==> config.mk <==
export PLATFORM = sky130hd
export DESIGN_NAME = poly1305_msg_feeder
export DESIGN_NICKNAME = d
export VERILOG_FILES = /design/src/rtl/poly1305_pkg.sv /design/src/rtl/poly1305_block_packer.sv /design/src/rtl/poly1305_msg_feeder.sv
export SDC_FILE = /design/constraint.sdc
export NUM_CORES = 1
export LEC_CHECK = 0
export BUFFER_PORTS_ARGS = -buffer_cell sky130_fd_sc_hd__buf_2
export CORE_AREA = 4 4 357 359
export DETAILED_ROUTE_END_ITERATION = 16
export DIE_AREA = 0 0 361 363
export SLEW_MARGIN = 20
export SYNTH_ARGS = -nofsm -noshare
export SYNTH_HDL_FRONTEND = slang
export SYNTH_HIERARCHICAL = 1
export SYNTH_SLANG_ARGS = --single-unit
==> constraint.sdc <==
create_clock -name clk -period 4.2 [get_ports clk]
set_input_delay 1.26 -clock clk [delete_from_list [all_inputs] [get_ports clk]]
set_output_delay 1.26 -clock clk [all_outputs]
set_load 0.01 [all_outputs]
==> src/rtl/poly1305_pkg.sv <==
// Shared types and constants for the Poly1305 message feeder and its block packer.
package poly1305_pkg;

  localparam int         BLOCK_BYTES = 16;
  localparam logic [7:0] PAD_BYTE    = 8'h01;

  typedef logic [127:0] block_t;
  typedef logic [127:0] key_t;

  typedef enum logic [2:0] {
    IDLE,
    COLLECT,
    ISSUE,
    WAIT,
    TAG
  } feeder_state_e;

endpackage

==> src/rtl/poly1305_block_packer.sv <==
// Little-endian byte buffer for one Poly1305 block. The padded view includes the
// byte being written this cycle, so the caller can register a finished block directly.
module poly1305_block_packer
  import poly1305_pkg::*;
(
  input  logic       clk,
  input  logic       rst_ni,
  input  logic       clr,
  input  logic       wr_en,
  input  logic [7:0] wr_data,
  output block_t     m,
  output logic       fb,
  output logic       full
);

  logic [4:0] cnt_reg;
  logic [4:0] cnt_next;
  block_t     buf_reg;
  block_t     buf_next;

  assign cnt_next = cnt_reg + {4'd0, wr_en};
  assign fb       = (cnt_next == 5'(BLOCK_BYTES));
  assign full     = (cnt_reg == 5'(BLOCK_BYTES));

  // Byte gi is written when it is the next free slot; past the data it becomes
  // the 0x01 pad marker and then zeros. A full block passes through unchanged.
  for (genvar gi = 0; gi < BLOCK_BYTES; gi++) begin : g_byte
    assign buf_next[8*gi +: 8] = (wr_en && cnt_reg == 5'(gi)) ? wr_data : buf_reg[8*gi +: 8];
    assign m[8*gi +: 8] = (5'(gi) < cnt_next)  ? buf_next[8*gi +: 8] :
                          (5'(gi) == cnt_next) ? PAD_BYTE : 8'h00;
  end

  always_ff @(posedge clk or negedge rst_ni) begin
    if (!rst_ni) begin
      cnt_reg <= '0;
      buf_reg <= '0;
    end else if (clr) begin
      cnt_reg <= '0;
      buf_reg <= '0;
    end else if (wr_en) begin
      cnt_reg <= cnt_next;
      buf_reg <= buf_next;
    end
  end

endmodule

==> src/rtl/poly1305_msg_feeder.sv <==
// Feeds a byte-serial message to a Poly1305 block core as padded 16-byte blocks
// with a ld/rdy handshake, then presents the core's tag on a valid/ready port.
module poly1305_msg_feeder
  import poly1305_pkg::*;
#(
  parameter int BLOCK_BYTES = 16
) (
  input  logic         clk,
  input  logic         rst_ni,
  input  logic         key_valid,
  output logic         key_ready,
  input  logic [127:0] key_r,
  input  logic [127:0] key_s,
  input  logic         in_valid,
  output logic         in_ready,
  input  logic [7:0]   in_data,
  input  logic         in_last,
  output logic [127:0] core_r,
  output logic [127:0] core_s,
  output logic [127:0] core_m,
  output logic         core_fb,
  output logic         core_ld,
  output logic         core_first,
  input  logic [127:0] core_p,
  input  logic         core_rdy,
  output logic         tag_valid,
  input  logic         tag_ready,
  output logic [127:0] tag,
  output logic         busy
);

  if (BLOCK_BYTES != 16) begin : g_bad_block_bytes
    $error("poly1305_msg_feeder: BLOCK_BYTES must be 16");
  end

  feeder_state_e state_reg, state_next;
  key_t          core_r_reg, core_s_reg;
  block_t        core_m_reg;
  logic          core_fb_reg;
  logic          first_flag_reg;
  logic          last_flag_reg;
  logic          tag_valid_reg;
  block_t        tag_reg;

  block_t pk_m;
  logic   pk_fb;
  logic   pk_full;
  logic   pk_clr;
  logic   pk_wr;
  logic   block_done;

  assign pk_wr      = in_valid & in_ready;
  assign block_done = pk_wr & (pk_fb | in_last);

  poly1305_block_packer u_packer (
    .clk     (clk),
    .rst_ni  (rst_ni),
    .clr     (pk_clr),
    .wr_en   (pk_wr),
    .wr_data (in_data),
    .m       (pk_m),
    .fb      (pk_fb),
    .full    (pk_full)
  );

  always_ff @(posedge clk or negedge rst_ni) begin
    if (!rst_ni) begin
      state_reg <= IDLE;
    end else begin
      state_reg <= state_next;
    end
  end

  always_comb begin
    state_next = state_reg;
    key_ready  = 1'b0;
    in_ready   = 1'b0;
    core_ld    = 1'b0;
    pk_clr     = 1'b0;
    case (state_reg)
      IDLE: begin
        key_ready = 1'b1;
        if (key_valid) begin
          pk_clr     = 1'b1;
          state_next = COLLECT;
        end
      end
      COLLECT: begin
        in_ready = ~pk_full;
        if (in_valid && !pk_full && (pk_fb || in_last)) begin
          state_next = ISSUE;
        end
      end
      ISSUE: begin
        core_ld    = 1'b1;
        state_next = WAIT;
      end
      WAIT: begin
        if (core_rdy) begin
          if (last_flag_reg) begin
            state_next = TAG;
          end else begin
            pk_clr     = 1'b1;
            state_next = COLLECT;
          end
        end
      end
      TAG: begin
        if (tag_ready) begin
          state_next = IDLE;
        end
      end
      default: state_next = IDLE;
    endcase
  end

  // Block, flags and tag registers; core_m/fb/first hold from ISSUE until rdy.
  always_ff @(posedge clk or negedge rst_ni) begin
    if (!rst_ni) begin
      core_r_reg     <= '0;
      core_s_reg     <= '0;
      core_m_reg     <= '0;
      core_fb_reg    <= 1'b0;
      first_flag_reg <= 1'b0;
      last_flag_reg  <= 1'b0;
      tag_valid_reg  <= 1'b0;
      tag_reg        <= '0;
    end else begin
      if (state_reg == IDLE && key_valid) begin
        core_r_reg     <= key_r;
        core_s_reg     <= key_s;
        first_flag_reg <= 1'b1;
      end
      if (state_reg == COLLECT && block_done) begin
        last_flag_reg <= in_last;
        core_m_reg    <= pk_m;
        core_fb_reg   <= pk_fb;
      end
      if (state_reg == WAIT && core_rdy) begin
        first_flag_reg <= 1'b0;
        if (last_flag_reg) begin
          tag_reg       <= core_p;
          tag_valid_reg <= 1'b1;
        end
      end
      if (state_reg == TAG && tag_ready) begin
        tag_valid_reg <= 1'b0;
      end
    end
  end

  assign core_r     = core_r_reg;
  assign core_s     = core_s_reg;
  assign core_m     = core_m_reg;
  assign core_fb    = core_fb_reg;
  assign core_first = first_flag_reg;
  assign tag_valid  = tag_valid_reg;
  assign tag        = tag_reg;
  assign busy       = (state_reg != IDLE);

endmodule
# Yosys cells after proc, flatten, opt, wreduce, memory -nomap -nowiden
# Cells that the tools add are included.
# totals
ff_bits	652
# op_classes
magnitude_cmp	16
addsub	1
bitwise_logic	4
n_eq_ne	40
n_reduce_logical	35
mux	70
# op_table
op	n
128-bit 2-to-1 mux	2
8-bit 2-to-1 mux	32
4-bit by 5-bit equality test with 1-bit output (first input constant)	8
5-bit by 4-bit equality test with 1-bit output (second input constant)	8
4-bit by 5-bit less-than comparator with 1-bit output (first input constant)	8
1-bit 2-to-1 mux	27
1-bit logical AND	22
3-bit by 5-bit equality test with 1-bit output (first input constant)	4
5-bit by 3-bit equality test with 1-bit output (second input constant)	4
3-bit by 5-bit less-than comparator with 1-bit output (first input constant)	4
3-bit 2-to-1 mux	5
3-bit case mux with 5 select lines	1
2-bit by 5-bit equality test with 1-bit output (first input constant)	2
5-bit by 2-bit equality test with 1-bit output (second input constant)	2
5-bit equality test (second input constant)	2
5-bit logical NOT	2
1-bit by 5-bit less-than comparator with 1-bit output (first input constant)	2
2-bit by 5-bit less-than comparator with 1-bit output (first input constant)	2
5-bit 2-to-1 mux	2
2-bit != test (second input constant)	4
2-bit nonzero test	4
3-bit by 2-bit equality test with 1-bit output (second input constant)	2
5-bit by 1-bit adder with 5-bit output	1
1-bit by 5-bit equality test with 1-bit output (first input constant)	1
other kinds (13)	15

# Logic depth before layout (Yosys ltp)
# Gate-level depths: netlist (run 1).
# logic_depth
depth_word	10
mapped_depth	17

# Hierarchy
# Netlist (run 1), hierarchy kept.
# by_module_without_submodules
module	n_inst	cells_each	area_each_um2
poly1305_msg_feeder	1	1129	19560.0
poly1305_block_packer	1	677	6730.2

# Least setup slack after synthesis (run 1)
# No wires, ideal clock.
# synth_timing
path_kind	input to register
start	input port in_valid
end	register core_m_reg[107], in the netlist core_m[107]
n_path_buf	3
arrival_ns	3.723
path_slack_ns	0.352
t_required_ns	4.075
setup_ns	0.125
cell_stages	13
cell_sequence	nand2b_1 > nor2_1 > ha_1 > ha_1 > buf_4 > nand3_1 > xnor2_2 > nor3_1 > nor2_1 > nor3_4 > buf_4 > buf_8 > mux2_2
# synth_between
elab_chain_cells	6
# synth_rtl
element	line	text
from (decl)	poly1305_msg_feeder.sv:14	input logic in_valid,
1-bit AND	poly1305_msg_feeder.sv:52	assign pk_wr = in_valid & in_ready;
named net pk_wr	poly1305_msg_feeder.sv:49	logic pk_wr;
5-bit by 1-bit adder with 5-bit output	poly1305_block_packer.sv:21	assign cnt_next = cnt_reg + {4'd0, wr_en};
5-bit equality test	poly1305_block_packer.sv:22	assign fb = (cnt_next == 5'(BLOCK_BYTES));
named net pk_fb	poly1305_msg_feeder.sv:46	logic pk_fb;
1-bit OR	poly1305_msg_feeder.sv:53	assign block_done = pk_wr & (pk_fb | in_last);
1-bit AND	poly1305_msg_feeder.sv:53	
1-bit logical AND	poly1305_msg_feeder.sv:134	if (state_reg == COLLECT && block_done) begin
to (signal assigned)	poly1305_msg_feeder.sv:136	core_m_reg <= pk_m;
to (decl)	poly1305_msg_feeder.sv:38	block_t core_m_reg;
# The timed path passes the listed nets, and every way through them passes these cells.
# A chain may end at the register's enable or synchronous reset.

# Final worst setup path (run 1)
# layout_timing
start	register u_packer.cnt_reg[0]
end	register core_m_reg[67], in the netlist core_m[67]
# layout_between
elab_chain_cells	9
# layout_rtl
element	line	text
from (decl)	poly1305_block_packer.sv:16	logic [4:0] cnt_reg;
from (signal assigned)	poly1305_block_packer.sv:41	cnt_reg <= cnt_next;
5-bit equality test	poly1305_block_packer.sv:23	assign full = (cnt_reg == 5'(BLOCK_BYTES));
named net pk_full	poly1305_msg_feeder.sv:47	logic pk_full;
1-bit inverter	poly1305_msg_feeder.sv:89	in_ready = ~pk_full;
1-bit 2-to-1 mux	poly1305_msg_feeder.sv:80	case (state_reg)
1-bit AND	poly1305_msg_feeder.sv:52	
named net pk_wr	poly1305_msg_feeder.sv:49	
5-bit by 1-bit adder with 5-bit output	poly1305_block_packer.sv:21	
5-bit equality test	poly1305_block_packer.sv:22	
named net pk_fb	poly1305_msg_feeder.sv:46	
1-bit OR	poly1305_msg_feeder.sv:53	
1-bit AND	poly1305_msg_feeder.sv:53	
1-bit logical AND	poly1305_msg_feeder.sv:134	
# The timed path passes the listed nets, and every way through them passes these cells.

==> results of run 1 <==
==> metrics by stage <==
step                setup TNS (ps)  hold slack, ps  util (%)
floorplan                        0           479.8         -
global placement            -245.3           464.2     26.75
detailed placement           -1884           470.1     26.75
CTS                              0           483.5     28.85
global route                     0           506.8     28.85
finish                           0           484.6     28.87
==> routing by layer <==
| metal | wire length (µm) | global-route usage, % | vias to the layer above | part of all wire (%) |
|---|---|---|---|---|
| met1 | 40370 | 17.72 | 9540 | 42 |
| li1 | - | - | 8260 | - |
| met3 | 9008 | 5.850 | 158 | 9.4 |
| met5 | 177 | 0 | - | 0.18 |
| met2 | 43480 | 21.70 | 733 | 45 |
| met4 | 2798 | 4.407 | 28 | 2.9 |
==> worst min-delay path by stage <==
stage	endpoint	from	slack, ps
final	core_r[124]	core_r[124]	480
after global routing	core_r[121]	core_r[121]	510
after CTS	core_r[121]	core_r[121]	480
after detailed placement	core_r[121]	core_r[121]	470
after global placement	core_r[120]	core_r[120]	460
after floorplan	u_packer/buf_reg[0]	u_packer/buf_reg[0]	480
==> Yosys cell counts, types with 8 or more instances <==
| cell type | number | area, µm² |
|---|---|---|
| buf_6 | 41 | 461.7 |
| o22ai_1 | 8 | 50.05 |
| buf_2 | 26 | 130.1 |
| mux2_2 | 495 | 5574 |
| mux2_1 | 18 | 202.7 |
| nand2_1 | 14 | 52.55 |
| clkbuf_1 | 25 | 93.84 |
| nand3_1 | 8 | 40.04 |
| a21oi_1 | 11 | 55.05 |
| nand2_2 | 9 | 56.30 |
| nor2_1 | 255 | 957.2 |
| buf_4 | 11 | 82.58 |
| mux2i_1 | 129 | 1291 |
| dfrtp_1 | 652 | 16320 |
==> worst max-delay path, delay by kind of cell, from the launching register on <==
family	cells	cell delay [ps]
DFF	1	350
xor gates and xnor gates	1	180
adders and majority gates	1	200
muxes	1	350
buffers and inverters	5	1050
and+or+nand+nor	8	1440
==> where the power goes <==
group / switching [mW] / internal (mW) / leakage (nW)
sequential: 1.14 / 8.43 / 8.26
combinational: 4.40 / 3.84 / 8.33
clock: 2.73 / 4.15 / 1.27
==> cell families after synthesis <==
| logic type | count (synthesis) |
|---|---|
| flip-flops | 652 |
| multiplexers | 642 |
| AND/OR/NAND/NOR | 334 |
| buffers and inverters | 112 |
| AO/OA/AOI/OAI | 54 |
| XOR/XNOR | 9 |
| adder cells (fa/ha/maj) | 3 |
==> area by class of cell <==
class	instances	area, µm²	share of cell area [%]
Inverter	6	22.52	0.06302
Timing Repair Buffer	1015	5560	15.56
Clock inverter	21	354.1	0.9909
Antenna cell	6	15.01	0.04202
Sequential cell	652	16320	45.66
Tap cell	1637	2048	5.732
Multi-Input combinational cell	1042	9171	25.66
Clock buffer	117	2248	6.292
==> impl_metrics.py, run 1 <==
metrics = {
    "critical_path": {
        "ff2ff_path_depth": 16,
        "critical_path_class": "register to register",
        "reg2reg_slack_ps": 460,
        "endpoint": "core_m[67]",
        "worstReg2RegEnd": "core_m[67]",
        "crit_top_cell": "buf_4",
        "critical-path-max-stage-delay_ps": 350,
        "cp_slowest_cell": "dfrtp_1",
        "path_max_fanout": 18,
        "cp-start-kind": "register",
        "crit_arrival_ps": 4260,
        "crit_chain": "nor2_1 > buf_4 > and4_1 > nand2b_1 > nor2_1 > buf_4 > ha_1 > nand3_1 > xnor2_2 > nor3_1 > buf_4 > nor2_1 > nor3_4 > buf_12 > buf_4 > mux2_2",
        "startpoint": "u_packer/cnt_reg[0]",
        "r2r_start": "u_packer/cnt_reg[0]",
        "crit_required_ps": 4720,
        "cp-end-kind": "register",
    },
    "synthesis": {
        "yosys.area_share.simple_pct": 5.711,
        "synth_edf_count": 0,
        "synth_top_family_by_area": "multiplexers",
        "synth_mux_area_share_pct": 26.88,
        "synth_cells": 1806,
        "synth_ff_type": "dfrtp_1",
        "synth_xor_area_share_pct": 0.4426,
        "synth_compound_area_share_pct": 1.623,
        "synth.net_count": 2208,
        "syn_area_per_cell_um2": 14.56,
        "synth_fa_ha_area_share_pct": 0.1428,
        "synth_warnings": 6,
        "ys_ff_latch": 652,
        "synth_area_mm2": 0.02629,
        "ys_types": 68,
        "seq_area_frac_synth_pct": 62.06,
        "async_reset_ff_share_pct": 100.0,
    },
    "global_route": {
        "grt_max_degree": 72,
        "grt_antenna_before_repair": 22,
        "grt_use_total_pct": 13.98,
        "grt_pass1_vias": 19320,
        "grt_remaining_overflow": 0,
        "grt_pass1_wl_um": 136300,
    },
    "clocking": {
        "clkTransAtPathRegs_ps": 60,
        "worstSkewPairLatency_ps": 650,
        "cts_buffers": 77,
        "post_cts.repair.setup_buffers": 0,
        "root_buffer": "clkbuf_16",
        "clockBufferDepth": 3,
        "cts_resized": 0,
        "cts_max_level": 3,
        "cts_hold_buf": 0,
        "tritoncts": "yes",
        "cts_sinks": 652,
    },
    "timing": {
        "setup_slack_ps": 461.3,
        "tightest_slew_ps": 798.9,
        "rsz0062_at_grt": "false",
        "maxSlewViolCount": 0,
        "slew-limit-headroom_pct": 46.61,
        "finalCritPeriodShare_pct": 89.02,
        "hold_viol": 0,
        "fmax_mhz": 267.5,
        "finalSetupViolCount": 0,
        "fin_skew_ps": 23.78,
        "finalCriticalPeriod_ps": 3739,
    },
    "final_layout": {
        "fillCellCount": 12790,
        "final_cell_mix": "buf_2 (916), dfrtp_1 (652), mux2_2 (495)",
        "layout_commonest_cell": "buf_2",
        "layout.nets": 3196,
        "layoutNonFillerInstCount": 4496,
        "final_area_mm2": 0.03574,
        "area_growth_pct": 35.93,
        "drive_above_1_share_pct": 58.46,
    },
    "floorplanning": {
        "core_mm2": 0.1238,
        "ios": 918,
        "die_area_mm2": 0.1310,
        "die_w_um": 361,
        "die_h_um": 363,
        "rows": 129,
        "start_util_pct": 21.24,
    },
    "place": {
        "portBuffers": 917,
        "dpl.hpwl_um": 75080,
        "place_area_mm2": 0.03312,
        "placedCellCount": 4352,
        "place.gp.congestion": 0.8827,
        "placement.setup.worst_slack_ps": -42.52,
    },
    "drt": {
        "drtIter0Drc": 1069,
        "drc": 0,
        "vias": 18720,
        "routedWlPerCell_um": 21.31,
        "avgViaCountPerCell": 4.163,
        "drtPass1Iterations": 4,
        "detail-route-antenna-nets": 0,
        "wl_um": 95830,
    },
    "power_and_ir_drop": {
        "p_total_mw": 24.69,
        "power_density_mw_per_mm2": 690.8,
        "p_leak_nw": 17.86,
        "ir_worst_vdd_mv": 0.5022,
    },
    "run_status": {
        "status": "complete, no violations",
    },
    "worst_hold_path": {
        "holdPathStages": 1,
        "hp-class": "register to register",
    },
    "job": {
        "drv_cap": 0,
    },
}
(Power assumes the default switching activity.)
==> run 2: changes to the inputs <==
--- a/config.mk
+++ b/config.mk
@@ -9,6 +9,7 @@
 export CORE_AREA = 4 4 357 359
 export DETAILED_ROUTE_END_ITERATION = 16
 export DIE_AREA = 0 0 361 363
+export PLACE_DENSITY = 0.4
 export SLEW_MARGIN = 20
 export SYNTH_ARGS = -nofsm -noshare
 export SYNTH_HDL_FRONTEND = slang
==> impl_metrics.py, run 2 (same netlist as run 1, synthesis figures left out) <==
metrics = {
    "run_status": {
        "status": "complete, no violations",
    },
    "global_route": {
        "grt_pass1_vias": 19260,
        "grt_remaining_overflow": 0,
        "grt_pass1_wl_um": 145900,
        "grt_antenna_before_repair": 26,
        "grt_max_degree": 76,
        "grt_use_total_pct": 15.06,
    },
    "drt": {
        "avgViaCountPerCell": 4.092,
        "wl_um": 103200,
        "drc": 0,
        "detail-route-antenna-nets": 0,
        "routedWlPerCell_um": 22.96,
        "drtPass1Iterations": 5,
        "vias": 18390,
        "drtIter0Drc": 969,
    },
    "timing": {
        "finalSetupViolCount": 0,
        "hold_ws_ps": 482.1,
        "finalCritPeriodShare_pct": 85.90,
        "rsz0062_at_grt": "false",
        "maxSlewViolCount": 0,
        "slew-limit-headroom_pct": 45.14,
        "fin_skew_ps": 19.93,
        "hold_viol": 0,
        "setup_slack_ps": 592.0,
        "fmax_mhz": 277.2,
        "finalCriticalPeriod_ps": 3608,
        "setup_tns_ps": 0,
        "tightest_slew_ps": 822.8,
    },
    "critical_path": {
        "cp_num_cells": 14,
        "crit_top_cell": "buf_4",
        "ff2ff_path_depth": 14,
        "path_max_fanout": 22,
        "cp_top_family": "simple AND/OR/NAND/NOR gates",
        "cp-end-kind": "register",
        "crit_chain": "buf_4 > or3b_4 > nor2_1 > buf_4 > ha_1 > nand3_1 > xnor2_2 > nor3_1 > buf_4 > nor2_1 > nor3_4 > buf_12 > buf_12 > mux2_2",
        "crit_arrival_ps": 4120,
        "worst-path-buf-inv": 5,
        "critical_path_class": "register to register",
        "cp_slowest_cell": "or3b_4",
        "crit_required_ps": 4710,
        "cp-start-kind": "register",
        "critical-path-max-stage-delay_ps": 440,
    },
    "final_layout": {
        "layout.nets": 3187,
        "layoutNonFillerInstCount": 4494,
        "area_growth_pct": 36.45,
        "drive_above_1_share_pct": 58.59,
        "final_cell_mix": "buf_2 (916), dfrtp_1 (652), mux2_2 (495)",
        "layout_commonest_cell": "buf_2",
    },
    "floorplanning": {
        "die_w_um": 361,
        "die_area_mm2": 0.1310,
        "ios": 918,
        "die_h_um": 363,
        "start_util_pct": 21.24,
        "core_mm2": 0.1238,
        "rows": 129,
    },
    "place": {
        "portBuffers": 917,
        "dpl.hpwl_um": 79890,
        "placedCellCount": 4338,
        "place.gp.congestion": 0.8135,
        "placement.setup.worst_slack_ps": 98.61,
    },
    "clocking": {
        "worstSkewPairLatency_ps": 650,
        "cts_buffers": 82,
        "clkTransAtPathRegs_ps": 60,
        "root_buffer": "clkbuf_16",
        "cts_max_level": 3,
        "clockBufferDepth": 3,
        "cts_resized": 0,
        "post_cts.repair.setup_buffers": 0,
        "tritoncts": "yes",
        "cts_sinks": 652,
        "cts_hold_buf": 0,
    },
    "job": {
        "drv_cap": 0,
    },
    "worst_hold_path": {
        "hp-class": "register to register",
        "holdPathStages": 1,
    },
    "power_and_ir_drop": {
        "p_leak_nw": 17.89,
        "ir_worst_vdd_mv": 0.4019,
        "power_density_mw_per_mm2": 699.7,
        "p_total_mw": 25.10,
    },
}
run 2: changes by cell type in the layout (fill, tap and decap cells not counted), moves of 4 or more:
cell / delta
buf_12: +8
buf_4: -22
clkbuf_1: -6
clkbuf_16: +4
clkinv_2: +10
diode_2: +4
run 2: stage by stage:
step,cell area [µm²],util [%]
3_5_place_dp,33110,26.75
4_1_cts,35850,28.96
2_1_floorplan,26290,-
5_1_grt,35850,28.96
3_3_place_gp,33110,26.75
6_report,35870,28.98
run 2: power by group:
part	switching, mW	leakage (nW)	total [mW]	internal [mW]
clock network	2.91	1.35	7.20	4.29
logic	4.56	8.29	8.42	3.86
registers	1.05	8.26	9.48	8.43
total	8.52	17.9	25.1	16.6
run 2: worst register-to-register path, cell delays in order, from the launching register on:
cell and delay (ps):
dfrtp_1 360, buf_4 170, or3b_4 440, nor2_1 200, buf_4 230, ha_1 190, nand3_1 150, xnor2_2 240
nor3_1 260, buf_4 170, nor2_1 80, nor3_4 170, buf_12 230, buf_12 240, mux2_2 350
run 2: worst paths after layout:
path	from	endpoint	slack [ps]
worst max register to register	state_reg[2]	core_m[66]	590
worst max-delay path	state_reg[2]	core_m[66]	590
max in group asynchronous	rst_ni	u_packer/buf_reg[1]	2660
worst min register to register	core_r[119]	core_r[119]	480
min in group asynchronous	rst_ni	core_m[64]	670
worst min-delay path	core_r[119]	core_r[119]	480
run 2: final cells by class:
cell class	count	area, µm²
sequential	652	16320
clock buffer	113	2298
antenna	10	25.02
timing repair buffer	1001	5555
multi-input combinational	1042	9171
clock inverter	33	436.7
fill	12990	87920
tap	1637	2048
inverter	6	22.52
run 2: layer usage:
layer / up-vias / track usage, % / routed length, µm
met3: 106 / 4.853 / 7777
met4: 4 / 3.273 / 1802
li1: 8248 / - / -
met5: - / 0 / 30
met2: 678 / 24.44 / 48730
met1: 9353 / 19.68 / 44820
